--- src/rtl/demux_pkg.sv ---
// Shared constants for the 1-to-16 registered demultiplexer.
// Lane count, select width and the last-lane index that closes a frame.
package demux_pkg;

   localparam int N_CH  = 16;
   localparam int SEL_W = 4;

   localparam logic [SEL_W-1:0] LANE_LAST = 4'd15;

endpackage

--- src/rtl/dec4to16.sv ---
// Combinational 4-to-16 one-hot decoder with enable.
// Ports: idx (lane index), en (enable), onehot (lane write strobes).
module dec4to16
   import demux_pkg::*;
(
   input  logic [SEL_W-1:0] idx,
   input  logic             en,
   output logic [N_CH-1:0]  onehot
);

   always_comb begin
      onehot = '0;
      if (en) begin
         onehot[idx] = 1'b1;
      end
   end

endmodule

--- src/rtl/demux16_seq.sv ---
// Registered 1-to-16 demux: addressed mode (sel) or auto sweep mode
// that reassembles 16-bit frames.
// Ports: clk, rst (async high), din, valid, auto, sel, clear in;
//        y (lane bank), ch (sweep counter), frame, frame_done out.
module demux16_seq #(
   parameter int N_CH  = 16,
   parameter int SEL_W = 4
) (
   input  logic             clk,
   input  logic             rst,
   input  logic             din,
   input  logic             valid,
   input  logic             auto,
   input  logic [SEL_W-1:0] sel,
   input  logic             clear,
   output logic [N_CH-1:0]  y,
   output logic [SEL_W-1:0] ch,
   output logic [N_CH-1:0]  frame,
   output logic             frame_done
);

   import demux_pkg::*;

   localparam logic [SEL_W-1:0] CH_ONE = {{(SEL_W-1){1'b0}}, 1'b1};

   logic [N_CH-1:0]  y_q, y_d;
   logic [SEL_W-1:0] ch_q, ch_d;
   logic [N_CH-1:0]  frame_q, frame_d;
   logic             frame_done_q, frame_done_d;

   logic [SEL_W-1:0] idx;
   logic             wr_en;
   logic [N_CH-1:0]  lane_we;
   logic             auto_wr;

   assign idx   = auto ? ch_q : sel;
   assign wr_en = valid & ~clear;

   dec4to16 u_dec (
      .idx    (idx),
      .en     (wr_en),
      .onehot (lane_we)
   );

   assign auto_wr = wr_en & auto;

   always_comb begin
      y_d          = (y_q & ~lane_we) | (lane_we & {N_CH{din}});
      ch_d         = ch_q;
      frame_d      = frame_q;
      frame_done_d = 1'b0;

      if (clear) begin
         y_d  = '0;
         ch_d = '0;
      end else if (!auto) begin
         // Holding ch at 0 makes every auto sweep start on lane 0.
         ch_d = '0;
      end else if (auto_wr) begin
         ch_d = ch_q + CH_ONE;
         if (ch_q == LANE_LAST) begin
            // Lanes 14:0 come from the bank, lane 15 from this bit.
            frame_d      = {din, y_q[N_CH-2:0]};
            frame_done_d = 1'b1;
         end
      end
   end

   always_ff @(posedge clk or posedge rst) begin
      if (rst) begin
         y_q          <= '0;
         ch_q         <= '0;
         frame_q      <= '0;
         frame_done_q <= 1'b0;
      end else begin
         y_q          <= y_d;
         ch_q         <= ch_d;
         frame_q      <= frame_d;
         frame_done_q <= frame_done_d;
      end
   end

   assign y          = y_q;
   assign ch         = ch_q;
   assign frame      = frame_q;
   assign frame_done = frame_done_q;

endmodule

--- config.mk ---
export PLATFORM = sky130hd
export DESIGN_NAME = demux16_seq
export DESIGN_NICKNAME = d
export VERILOG_FILES = /design/src/rtl/demux_pkg.sv /design/src/rtl/dec4to16.sv /design/src/rtl/demux16_seq.sv
export SDC_FILE = /design/constraint.sdc
export NUM_CORES = 1
export LEC_CHECK = 0
export CAP_MARGIN = 15
export CORE_ASPECT_RATIO = 1.25
export CORE_MARGIN = 5
export CORE_UTILIZATION = 50
export DETAILED_ROUTE_END_ITERATION = 6
export PLACE_DENSITY = 0.82
export SYNTH_ARGS = -nofsm -noshare
export SYNTH_HDL_FRONTEND = slang
export SYNTH_SLANG_ARGS = --single-unit
--- constraint.sdc ---
create_clock -name clk -period 4 [get_ports clk]
set_clock_uncertainty 0.05 [all_clocks]
set_input_delay 1.2 -clock clk [delete_from_list [all_inputs] [get_ports clk]]
set_output_delay 1.2 -clock clk [all_outputs]
set_load 0.02 [all_outputs]
==> flow_metrics.py <==
metrics = {
    "hold_path": {
        "hold_path_class": "reg2reg",
        "min_from": "frame[2]",
        "hold_depth": 1,
        "whs_endpoint": "frame[2]",
    },
    "placed_design": {
        "pre_cts_ws_ns": 0.798,
        "routabilityCongestion": 0.960,
        "io_buffers": 46,
        "detailed_place_hpwl_um": 2930,
        "dpl_cell_area_sq_um": 2320,
    },
    "die": {
        "ioPinCount": 47,
        "core_sq_um": 3510,
        "initial_core_util": 0.520,
        "placementRows": 24,
        "die_h_um": 77.6,
        "die_x_um": 64.1,
        "die-area_sq_um": 4970,
    },
    "sta": {
        "fin_crit_ns": 2.91,
        "worst_slack_ns": 1.09,
        "relSlewSlack": 0.646,
        "hold_viol_final": 0,
        "timing.fmax_mhz": 344,
        "setup_tns_ns": 0,
        "max_slew.worst_pin.slew_ns": 0.529,
        "rsz0062_at_grt": "no",
        "period_share": 0.726,
        "setup_viol": 0,
        "maxSlewViolCount": 0,
    },
    "clock_tree": {
        "cts_buffers": 5,
        "clockBufferDepth": 2,
        "hold_buffers": 0,
        "cts_resized": 0,
        "clock_latency_ns": 0.29,
        "cts.sinks": 37,
        "cts-root-buf": "clkbuf_8",
        "cts.reportedPaths.clkPinSlew_ns": 0.07,
        "cts_tree": "built",
        "htreeDepth": 2,
        "post-cts-setup-buffers": 0,
    },
    "logic_synthesis": {
        "synth-seq-cells": 37,
        "synth_common_cells": "37 x dfrtp_1, 18 x mux2i_1, 17 x nand2b_1, 9 x mux2_2, 9 x mux2_4",
        "postSynthAreaPerCell_sq_um": 13.1,
        "synth_nets": 151,
        "yosysSeqAreaShare": 0.507,
        "netlist_area_sq_um": 1830,
        "ys_types": 27,
        "synth_ff_type": "dfrtp_1",
        "synthCells": 140,
        "netlist.top_cell.by_area": "dfrtp_1",
        "synth_edf_count": 0,
        "netlist_top_cells_area": "dfrtp_1 51%, mux2i_1 9.9%, mux2_4 7.4%, nand2b_1 5.8%, mux2_2 5.5%",
        "ys_warn_count": 0,
        "yosysTopAreaCellShare": 0.507,
        "yosysMostFrequentCell": "dfrtp_1",
        "ys_async_sr_fraction": 1.00,
    },
    "worst_setup_path": {
        "worstPathRequired_ns": 4.13,
        "crit_chain": "clkdlybuf4s50_1, nand2_1, nor3_4, buf_4, mux2_2",
        "worstPathMaxFanout": 17,
        "crit_buf_inv": 2,
        "worstSetupStartpoint": "valid",
        "end_kind": "register",
        "arrival_ns": 3.03,
        "crit_type": "in2reg",
        "reg2reg_depth": 5,
        "timing.rr.end": "frame[15]",
        "cpPeakStageDelay_ns": 0.75,
        "crit_slowest_cell": "clkdlybuf4s50_1",
        "critical_path.top_delay_family": "buffers and inverters",
        "rr_startpoint": "ch[0]",
        "startpoint_type": "input pin",
        "timing.reg2reg.setup_slack_ns": 2.16,
    },
    "job": {
        "drv_cap": 0,
    },
    "drt": {
        "drt_iter0_drc": 44,
        "postRouteAntennaNets": 0,
        "drc": 0,
        "num_vias": 1320,
        "wire_per_inst_um": 18.1,
        "dr.pass1.iters": 4,
        "post_drt_via_cell_ratio": 5.74,
        "drt-total-wl_um": 4160,
    },
    "cells_and_area": {
        "final_nets": 201,
        "areaGrowthSynthToFinish_pct": 33.3,
        "diodes": 0,
        "design_area_sq_um": 2440,
        "final_layout_size_suffix_gt1_frac": 0.168,
    },
    "run_status": {
        "outcome": "complete, no violations",
    },
    "global_route": {
        "grt_max_degree": 38,
        "grt_overflow": 0,
        "grt_antenna_before_repair": 0,
        "track_usage": 0.176,
        "grt_pass1_vias": 1457,
        "grt_pass1_wl_um": 6930,
    },
    "power": {
        "finalPower_uw": 774,
        "p_leak_uw": 0.00115,
        "p_per_area_nw_per_um2": 318,
        "peakVddDrop_uv": 242,
    },
}
through the flow:
step	hold slack, ns	util	cells
after floorplan	0.579	-	140
after global placement	0.442	0.660	222
after detailed placement	0.446	0.660	222
after CTS	0.470	0.693	230
after global routing	0.483	0.693	230
final	0.466	0.693	230
final cells by class:
type | count | area, sq um
Fill cell | 259 | 1080
Multi-Input combinational cell | 95 | 855
Clock buffer | 7 | 86.3
Tap cell | 39 | 48.8
Sequential cell | 37 | 926
Timing Repair Buffer | 49 | 483
Clock inverter | 1 | 30.0
Inverter | 2 | 7.51
cell families after synthesis:
family                     share of synthesized area
buffers and inverters                         0.0260
xor gates and xnor gates                      0.0144
muxes                                          0.228
adders and majority gates                    0.00684
DFF                                            0.507
AOI/OAI and AO/OA                             0.0767
and+or+nand+nor                                0.142
per-layer routing:
layer,part of all wire,global-route usage
met1,0.42,0.208
met2,0.50,0.299
met3,0.065,0.0520
met4,0.020,0.0644
met5,0,0
worst max path at each step:
stage	slack [ns]	end	cells past startpoint
2_1_floorplan	1.63	frame[0]	4
3_3_place_gp	0.89	frame[7]	5
3_5_place_dp	0.80	frame[8]	5
4_1_cts	1.12	frame[15]	5
5_1_grt	1.02	frame[7]	5
6_report	1.09	frame[15]	5
placed cells by master (no fill, tap or decap), types with 3 or more instances in the layout:
| master | Yosys | routed |
|---|---|---|
| and3b_1 | 3 | 3 |
| buf_4 | 0 | 3 |
| clkbuf_8 | 0 | 6 |
| clkdlybuf4s50_1 | 0 | 46 |
| dfrtp_1 | 37 | 37 |
| mux2_2 | 9 | 9 |
| mux2_4 | 9 | 9 |
| mux2i_1 | 18 | 18 |
| nand2b_1 | 17 | 17 |
| nor2_1 | 4 | 4 |
| nor3b_1 | 5 | 5 |
| o2111ai_1 | 8 | 8 |
| o221ai_1 | 8 | 8 |
power by group:
| group | internal [uW] | total, uW | switching [uW] |
|---|---|---|---|
| Clock | 203 | 336 | 132 |
| Combinational | 24.9 | 58.9 | 34.0 |
| Sequential | 376 | 379 | 3.00 |
| Total | 604 | 774 | 169 |
sequential cells by signal (all words and copies together) (netlist names):
name / flops
frame: 16
y: 16
ch: 4
frame_done: 1
worst reg2reg max path, delay by kind of cell, from the launching register on:
kind | cells | cell delay, ns
buffers and inverters | 1 | 0.31
muxes | 1 | 0.38
DFF | 1 | 0.49
adders and majority gates | 1 | 0.21
and+or+nand+nor | 2 | 0.29
Power figures use the tool's default switching activity.
